==> src/rtl/hilo_hazard_ctrl.sv <==
// ---------------------------------------------------------------------------
// hilo_hazard_ctrl
//   ID-stage hazard and scheduling controller: load-use detection, branch
//   flush, and HI/LO multi-cycle resource tracking for MULT/DIV-class ops.
//   Optional macro HILO_STALL_COUNT_EN builds a saturating 16-bit stall
//   statistics counter on oStallCycles; otherwise oStallCycles is tied to 0.
//   Revision: 1.0
// ---------------------------------------------------------------------------
`default_nettype none

module hilo_hazard_ctrl #(
  parameter int unsigned MUL_LAT = 4,
  parameter int unsigned DIV_LAT = 8
) (
  input  logic        Clk,
  input  logic        Reset,
  input  logic [31:0] Instruction,
  input  logic        EXMemRead,
  input  logic [4:0]  EXRegWriteAddr,
  input  logic        BranchTaken,
  output logic        oPCWrite,
  output logic        oIFIDWrite,
  output logic        oIFIDFlush,
  output logic        oIDEXBubble,
  output logic        oHiLoBusy,
  output logic        oHiLoWrite,
  output logic [15:0] oStallCycles
);

  localparam logic [3:0] MUL_CNT = 4'(MUL_LAT);
  localparam logic [3:0] DIV_CNT = 4'(DIV_LAT);

  localparam logic [5:0] OP_SPECIAL  = 6'h00;
  localparam logic [5:0] OP_SPECIAL2 = 6'h1C;

  logic [5:0] opcode;
  logic [5:0] funct;
  logic [4:0] rs;
  logic [4:0] rt;

  logic is_mul;
  logic is_div;
  logic is_hilo_user;
  logic loaduse;
  logic hlstall;
  logic stall;
  logic issue;
  logic [3:0] cnt;

  // rd and shamt fields play no part in hazard decisions
  logic unused_fields;
  assign unused_fields = ^Instruction[15:6];

  assign opcode = Instruction[31:26];
  assign funct  = Instruction[5:0];
  assign rs     = Instruction[25:21];
  assign rt     = Instruction[20:16];

  // Instruction class decode for HI/LO ownership
  always_comb begin
    is_mul       = 1'b0;
    is_div       = 1'b0;
    is_hilo_user = 1'b0;
    if (opcode == OP_SPECIAL) begin
      is_mul = (funct == 6'h18) || (funct == 6'h19);
      is_div = (funct == 6'h1A) || (funct == 6'h1B);
      is_hilo_user = (funct[5:2] == 4'b0100);   // MFHI/MTHI/MFLO/MTLO
    end else if (opcode == OP_SPECIAL2) begin
      is_mul = (funct == 6'h00) || (funct == 6'h04);
    end
    is_hilo_user = is_hilo_user | is_mul | is_div;
  end

  assign loaduse = EXMemRead && (EXRegWriteAddr != 5'd0) &&
                   ((EXRegWriteAddr == rs) || (EXRegWriteAddr == rt));
  assign hlstall = oHiLoBusy && is_hilo_user;
  assign stall   = loaduse || hlstall;

  // Pipeline control: a taken branch overrides any stall
  always_comb begin
    oPCWrite    = 1'b1;
    oIFIDWrite  = 1'b1;
    oIFIDFlush  = 1'b0;
    oIDEXBubble = 1'b0;
    if (BranchTaken) begin
      oIFIDFlush  = 1'b1;
      oIDEXBubble = 1'b1;
    end else if (stall) begin
      oPCWrite    = 1'b0;
      oIFIDWrite  = 1'b0;
      oIDEXBubble = 1'b1;
    end
  end

  // Only a MUL/DIV that actually moves into EX claims HI/LO
  assign issue = (is_mul || is_div) && !oIDEXBubble;

  // HI/LO busy countdown; hlstall guarantees no issue while busy
  always_ff @(posedge Clk or negedge Reset) begin
    if (!Reset) begin
      cnt <= 4'd0;
    end else if (issue) begin
      cnt <= is_div ? DIV_CNT : MUL_CNT;
    end else if (cnt != 4'd0) begin
      cnt <= cnt - 4'd1;
    end
  end

  assign oHiLoBusy  = (cnt != 4'd0);
  assign oHiLoWrite = (cnt == 4'd1);

`ifdef HILO_STALL_COUNT_EN
  logic [15:0] stall_cycles;

  // Saturating count of cycles lost to stalls (flush cycles excluded)
  always_ff @(posedge Clk or negedge Reset) begin
    if (!Reset) begin
      stall_cycles <= 16'd0;
    end else if (stall && !BranchTaken && (stall_cycles != 16'hFFFF)) begin
      stall_cycles <= stall_cycles + 16'd1;
    end
  end

  assign oStallCycles = stall_cycles;
`else
  assign oStallCycles = 16'd0;
`endif

endmodule

`default_nettype wire

==> config.mk <==
export PLATFORM = sky130hd
export DESIGN_NAME = hilo_hazard_ctrl
export DESIGN_NICKNAME = d
export VERILOG_FILES = /design/src/rtl/hilo_hazard_ctrl.sv
export SDC_FILE = /design/constraint.sdc
export NUM_CORES = 1
export LEC_CHECK = 0
export CORE_MARGIN = 5
export CORE_UTILIZATION = 26
export DETAILED_ROUTE_END_ITERATION = 16
export PLACE_DENSITY = 0.76
export REMOVE_ABC_BUFFERS = 1
export SYNTH_ARGS = -nofsm -noshare
export SYNTH_HDL_FRONTEND = slang
export SYNTH_SLANG_ARGS = --single-unit
==> constraint.sdc <==
create_clock -name Clk -period 2.9 [get_ports Clk]
set_input_delay 0.87 -clock Clk [delete_from_list [all_inputs] [get_ports Clk]]
set_output_delay 0.87 -clock Clk [all_outputs]
set_load 0.01 [all_outputs]
==> results of run 1 <==
-- power breakdown --
| part | switching (mW) | internal [mW] | leakage, nW |
|---|---|---|---|
| combinational | 0.119 | 0.148 | 0.448 |
| clock | 0.0230 | 0.0463 | 0.0138 |
| sequential | 0.0303 | 0.0870 | 0.0481 |
-- worst max-delay path, delay by kind of cell --
family	cells	cell delay, ps
buffers and inverters	2	210
AOI/OAI and AO/OA	2	400
and+or+nand+nor	2	650
-- final timing paths --
kind / slack [ps] / startpoint / end / cells past startpoint
max: -110 / Instruction[31] / oIDEXBubble / 6
min: 620 / cnt[1]$_DFFE_PN0P_ / cnt[1]$_DFFE_PN0P_ / 3
max reg2reg: 1260 / cnt[0]$_DFFE_PN0P_ / cnt[3]$_DFFE_PN0P_ / 7
min reg2reg: 620 / cnt[1]$_DFFE_PN0P_ / cnt[1]$_DFFE_PN0P_ / 3
max in group asynchronous: 1890 / Reset / cnt[0]$_DFFE_PN0P_ / 1
min in group asynchronous: 840 / Reset / cnt[2]$_DFFE_PN0P_ / 1
-- final cells by class --
cell class | count | share of cell area, %
Multi-Input combinational cell | 63 | 43.2
Timing Repair Buffer | 55 | 40.9
Sequential cell | 4 | 9.26
Tap cell | 28 | 3.24
Clock buffer | 3 | 2.08
Inverter | 4 | 1.39
-- cells by family (layout without fill, tap and decap cells) --
logic type / Yosys count / count (layout) / share of synthesized area, %
and+or+nand+nor: 22 / 22 / 22.2
buffers and inverters: 22 / 62 / 24.4
xor gates and xnor gates: 12 / 12 / 17.1
AOI/OAI and AO/OA: 9 / 9 / 11.6
DFF: 4 / 4 / 16.3
adders and majority gates: 3 / 3 / 6.11
other: 1 / 16 / 0.610
muxes: 1 / 1 / 1.63
-- cell usage in the layout, fill, tap and decap left out, types with 2 or more instances in the layout --
cell type | synthesis | layout
sky130_fd_sc_hd__nand2_1 | 3 | 3
sky130_fd_sc_hd__xor2_1 | 10 | 10
sky130_fd_sc_hd__or3_1 | 2 | 2
sky130_fd_sc_hd__clkdlybuf4s50_1 | 0 | 6
sky130_fd_sc_hd__dlygate4sd2_1 | 0 | 13
sky130_fd_sc_hd__buf_4 | 18 | 19
sky130_fd_sc_hd__ha_1 | 3 | 3
sky130_fd_sc_hd__clkdlybuf4s15_1 | 0 | 3
sky130_fd_sc_hd__nor2_1 | 2 | 2
sky130_fd_sc_hd__conb_1 | 1 | 16
sky130_fd_sc_hd__inv_1 | 4 | 4
sky130_fd_sc_hd__or4_4 | 1 | 2
sky130_fd_sc_hd__dfrtp_1 | 4 | 4
sky130_fd_sc_hd__nor3_1 | 3 | 2
sky130_fd_sc_hd__buf_2 | 0 | 6
sky130_fd_sc_hd__clkbuf_4 | 0 | 3
sky130_fd_sc_hd__buf_6 | 0 | 4
sky130_fd_sc_hd__xnor2_1 | 2 | 2
sky130_fd_sc_hd__clkbuf_2 | 0 | 4
-- layer usage --
layer	vias to the layer above	share of wire [%]	track usage, %
li1	330	-	-
met1	304	36	9.59
met2	38	53	18.0
met3	2	8.3	3.95
met4	0	2.3	9.71
met5	-	0	0
-- stage by stage --
| step | util (%) | cells | power, mW | instance area [um^2] |
|---|---|---|---|---|
| global placement | 45.0 | 145 | 0.370 | 1010 |
| global route | 48.4 | 157 | 0.501 | 1080 |
| detailed placement | 45.0 | 145 | 0.384 | 1010 |
| finish | 48.4 | 157 | 0.453 | 1080 |
| floorplan | - | 71 | 0.258 | 536 |
| CTS | 48.2 | 158 | 0.452 | 1080 |
-- timing repair --
item                       in CTS  in global routing
cloned                          0                  0
pin swaps                      25                 10
setup endpoints to repair       3                  8
hold endpoints to repair        0                  0
gates resized for setup        71                 11
setup buffers                  10                  1
==> run metrics, run 1 <==
static leakage power=0.510 nW; count of flip-flops with a built-in enable after synthesis=0; critical path, cell by cell=buf_6, or4_4, a211o_1, o21ai_2, or2_1, buf_2; class of the tightest hold or removal check=reg2reg; hpwl dp=1.43 mm; critical path capture point type=primary output; multi-input combinational cell area=467 um^2; Main synth FF type=sky130_fd_sc_hd__dfrtp_1; H-tree depth=1; FF/Latch Area=100 um^2; cell with the most instances after synthesis=sky130_fd_sc_hd__buf_4; quantity of hold-fixing buffers added after cts=0; worst endpoint data arrival time=2140 ps; Pre-Repair DR Iteration Count=4; worst-path maximum fanout=3; WP data required=2030 ps; detailed-route via count=674; die span in x=58.6 um; initial drt markers=8; Power Density=419 nW/um^2; clock buffers created by TritonCTS=3; worst slack after detailed placement=-893 ps; number of input and output port buffers inserted=36; Clock Sink Count=4; fraction of synthesized cell area taken by the top area cell type=22.0%; Setup violations, final=3; Synth async-reset ratio=100%; post-detailed-route count of antenna-violating nets=0; starting density of the core=27.5%; flip-flop and latch count after synthesis=4; clk slew on worst S/H paths=40 ps; Fin. Hold Viols=0; global-route wire length before repair=2.60 mm; DRC violations left=0; cell types with the highest counts after synthesis=sky130_fd_sc_hd__buf_4 (18), sky130_fd_sc_hd__xor2_1 (10), sky130_fd_sc_hd__dfrtp_1 (4), sky130_fd_sc_hd__inv_1 (4); count of pins on the block boundary=63; library cell with the largest summed area after synthesis=sky130_fd_sc_hd__buf_4; Final period util=104%; total count of max-transition violations in the final report=0; crit path setup slack, layout=-107 ps; overall die area=3440 um^2; via count of the first global-routing pass=682; Area growth, synth to finish=76.0%; type of the worst setup path=in2out; count of distinct cell types in the synthesized netlist=32; Std-Cell Rows=17; final net count=175; Worst Hold Slack=616 ps; number of vias per cell=4.29; part of the Yosys area used for sequential elements=16.3%; Post-Synthesis Cells=74; register with the highest flop count=cnt; biggest regs=cnt x4; Avg Cell Area, Syn=8.30 um^2; sort of element at the start of the critical path=input port; worst skew pair latency=240 ps; routed length per instance=11.2 um; routability-driven placement congestion ratio=0.719; fraction of final layout cells with drive strength greater than 1=36.4%; warning count from the yosys run=0; maximum number of pins on one net before global-route repair=6; Vert. Die Dim=58.6 um; antenna violations before repair=0; TritonCTS clock tree=yes; final critical delay including setup and external delays=3010 ps; worst supply voltage drop on vdd=201 uV; wire length reported by the detailed router=1.77 mm; standard cell with the maximum stage delay on the critical path=sky130_fd_sc_hd__or4_4; Clock Tree Root=sky130_fd_sc_hd__clkbuf_4; deepest clock path buffer count=2; failing checks=negative setup slack; Global Route Usage Sum=10.6%; total congestion overflow=0; core footprint=2230 um^2; run status=complete, but fails checks; max-capacitance violation count=0; antenna diode count=0; Post-Route Skew=3.79 ps; biggest area contributors in the synthesized netlist=sky130_fd_sc_hd__buf_4 (22%), sky130_fd_sc_hd__dfrtp_1 (16%), sky130_fd_sc_hd__xor2_1 (14%); RSZ-0062 raised after global routing=true; filler instances=230; FMAX=0.333 GHz; number of flip-flops in the largest register=4; netlist area before placement=614 um^2; longest individual stage delay on the worst path=520 ps; sum of negative setup slack=-305 ps
(Power assumes the default switching activity.)
==> run 2, diff against run 1 <==
--- a/config.mk
+++ b/config.mk
@@ -8,6 +8,7 @@
 export CORE_MARGIN = 5
 export CORE_UTILIZATION = 26
 export DETAILED_ROUTE_END_ITERATION = 16
+export HOLD_SLACK_MARGIN = 0.12
 export PLACE_DENSITY = 0.76
 export REMOVE_ABC_BUFFERS = 1
 export SYNTH_ARGS = -nofsm -noshare
==> results of run 2 <==
Same layout as run 1: the final DEF is identical, and so are final timing and power.
==> run 3, diff against run 2 <==
--- a/config.mk
+++ b/config.mk
@@ -8,7 +8,9 @@
 export CORE_MARGIN = 5
 export CORE_UTILIZATION = 26
 export DETAILED_ROUTE_END_ITERATION = 16
+export GPL_TIMING_DRIVEN = 0
 export HOLD_SLACK_MARGIN = 0.12
+export MAX_ROUTING_LAYER = met4
 export PLACE_DENSITY = 0.76
 export REMOVE_ABC_BUFFERS = 1
 export SYNTH_ARGS = -nofsm -noshare
==> run 3 against run 2 <==
  * The run still ends with negative setup slack left
  * Sequential power about the same
  * Critical path depth stayed put
  * Fmax up 0.31%
  * Via count rose by 4.3%
  * Non-clock buffer count grew 4
  * Total power is 1.9% lower
  * Core utilization is 1.2 points higher
  * Setup slack improved by 9.3 ps
  * Cell area grew 2.5%
  * Sequential cell count unchanged
==> run metrics, run 3 (same netlist as run 1, synthesis figures left out) <==
hpwl dp=1.37 mm (was 1.43 mm); final net count=179 (was 175); routability-driven placement congestion ratio=0.703 (was 0.719); Area growth, synth to finish=80.4% (was 76.0%); worst endpoint data arrival time=2130 ps (was 2140 ps); standard cell with the maximum stage delay on the critical path=sky130_fd_sc_hd__or4_4 (unchanged); deepest clock path buffer count=2 (unchanged); antenna violations before repair=0 (unchanged); worst supply voltage drop on vdd=210 uV (was 201 uV); multi-input combinational cell area=470 um^2 (was 467 um^2); number of vias per cell=4.37 (was 4.29); end point of the worst hold path=cnt[1]$_DFFE_PN0P_ (unchanged); met2 routing resource usage after global routing=21.7% (was 18.0%); Global Route Usage Sum=12.3% (was 10.6%); static leakage power=0.533 nW (was 0.510 nW); DRC violations left=0 (unchanged); GRT busiest layer=met2 (unchanged); global routing met1 resource utilization=11.8% (was 9.59%); quantity of hold-fixing buffers added after cts=0 (unchanged); count of pins on the block boundary=63 (unchanged); RSZ-0062 raised after global routing=true (unchanged); FMAX=0.334 GHz (was 0.333 GHz); core footprint=2230 um^2 (unchanged); maximum number of pins on one net before global-route repair=7 (was 6); clk slew on worst S/H paths=40 ps (about the same); final critical delay including setup and external delays=3000 ps (was 3010 ps); most used cells in the layout excluding fill and tap cells=sky130_fd_sc_hd__buf_4 (23), sky130_fd_sc_hd__conb_1 (16), sky130_fd_sc_hd__dlygate4sd2_1 (12), sky130_fd_sc_hd__xor2_1 (10), sky130_fd_sc_hd__buf_2 (8) (was sky130_fd_sc_hd__buf_4 (19), sky130_fd_sc_hd__conb_1 (16), sky130_fd_sc_hd__dlygate4sd2_1 (13), sky130_fd_sc_hd__xor2_1 (10)); max-capacitance violation count=0 (unchanged); number of input and output port buffers inserted=36 (unchanged); worst skew pair latency=230 ps (was 240 ps); register with the highest flop count=cnt (unchanged); count of cells along the worst hold path=3 (unchanged); Std-Cell Rows=17 (unchanged); Clock Sink Count=4 (unchanged); Setup violations, final=6 (was 3); cell depth of the worst flop-to-flop path=7 (unchanged); total count of max-transition violations in the final report=0 (unchanged); filler instances=227 (was 230); Clock Tree Root=sky130_fd_sc_hd__clkbuf_4 (unchanged); clock buffers created by TritonCTS=3 (unchanged); critical path capture point type=primary output (unchanged); crit path setup slack, layout=-98.2 ps (was -107 ps); via count of the first global-routing pass=781 (was 682); starting density of the core=27.5% (unchanged); post-detailed-route count of antenna-violating nets=0 (unchanged); GR Util met3=2.19% (was 3.95%); worst slack after detailed placement=-917 ps (was -893 ps); Min-Delay Startpoint=cnt[1]$_DFFE_PN0P_ (unchanged); class of the tightest hold or removal check=reg2reg (unchanged); slack of the worst reg-to-reg path=1140 ps (was 1260 ps); biggest regs=cnt x4 (unchanged); number of placed cells counting well taps=135 (was 145); antenna diode count=0 (unchanged); critical path, cell by cell=buf_6, or4_4, a211o_1, o21ai_2, or2_1, buf_2 (unchanged); die span in x=58.6 um (unchanged); sort of element at the start of the critical path=input port (unchanged); Post-Route Skew=0.168 ps (was 3.79 ps); launch point of the worst reg-to-reg path=cnt[0]$_DFFE_PN0P_ (unchanged); non-filler cells in the finished layout=161 (was 157); Power Density=401 nW/um^2 (was 419 nW/um^2); Final period util=103% (was 104%); routed length per instance=12.4 um (was 11.2 um); fraction of final layout cells with drive strength greater than 1=40.6% (was 36.4%); failing checks=negative setup slack (unchanged); total congestion overflow=0 (unchanged); initial drt markers=8 (unchanged); run status=complete, but fails checks (unchanged); global-route wire length before repair=3.08 mm (was 2.60 mm); endpoint of the most critical register-to-register path=cnt[0]$_DFFE_PN0P_ (was cnt[3]$_DFFE_PN0P_); wire length reported by the detailed router=2.00 mm (was 1.77 mm); WP data required=2030 ps (about the same); Pre-Repair DR Iteration Count=4 (unchanged); worst-path maximum fanout=3 (unchanged); H-tree depth=1 (unchanged); TritonCTS clock tree=yes (unchanged); number of flip-flops in the largest register=4 (unchanged); longest individual stage delay on the worst path=530 ps (was 520 ps); Fin. Hold Viols=0 (unchanged); Vert. Die Dim=58.6 um (unchanged); most common cell after layout, fill and taps aside=sky130_fd_sc_hd__buf_4 (unchanged); FF/Latch Area=100 um^2 (unchanged); detailed-route via count=703 (was 674); type of the worst setup path=in2out (unchanged); overall die area=3440 um^2 (unchanged)
run 3: worst max path at each step:
stage | start | to | slack, ps | depth (start not counted)
2_1_floorplan | Instruction[27] | oIFIDWrite | 90 | 4
3_3_place_gp | EXRegWriteAddr[1] | oIDEXBubble | -850 | 6
3_5_place_dp | Instruction[1] | oIDEXBubble | -920 | 7
4_1_cts | EXRegWriteAddr[4] | oIDEXBubble | -120 | 6
5_1_grt | Instruction[5] | oIDEXBubble | -160 | 6
6_report | Instruction[5] | oIDEXBubble | -100 | 6
run 3: critical path: cells and delay by family:
family	cells	cell delay, ps
and+or+nand+nor	2	650
AOI/OAI and AO/OA	2	400
buffers and inverters	2	210
run 3: final cells by class:
type	instances	area share, %
Clock buffer	3	2.03
Multi-Input combinational cell	63	42.4
Tap cell	28	3.16
Inverter	4	1.35
Timing Repair Buffer	59	42.0
Sequential cell	4	9.03
run 3: stage by stage:
step / cell area [um^2] / TNS (ps) / power [mW] / utilization (%) / hold slack, ps
after floorplan: 536 / 0 / 0.258 / - / 560
after global placement: 931 / -2430 / 0.353 / 41.7 / 594
after detailed placement: 931 / -2590 / 0.368 / 41.7 / 614
after CTS: 1110 / -272 / 0.446 / 49.7 / 622
after global routing: 1110 / -772 / 0.488 / 49.6 / 675
final: 1110 / -364 / 0.445 / 49.6 / 624
run 3: what timing repair did:
item,CTS,global route
setup endpoints to repair,4,7
resized for setup,75,10
setup buffers,23,0
pin swaps,21,7
run 3: layer usage:
layer | vias to the layer above | part of all wire, %
met5 | - | 0
met4 | 0 | 2.9
met3 | 6 | 6.8
met2 | 44 | 54
met1 | 317 | 36
li1 | 336 | -
run 3: power by group:
group	switching, mW	leakage [nW]	internal, mW
Combinational	0.120	0.472	0.139
Clock	0.0217	0.0138	0.0462
Sequential	0.0314	0.0481	0.0870
Total	0.173	0.533	0.272
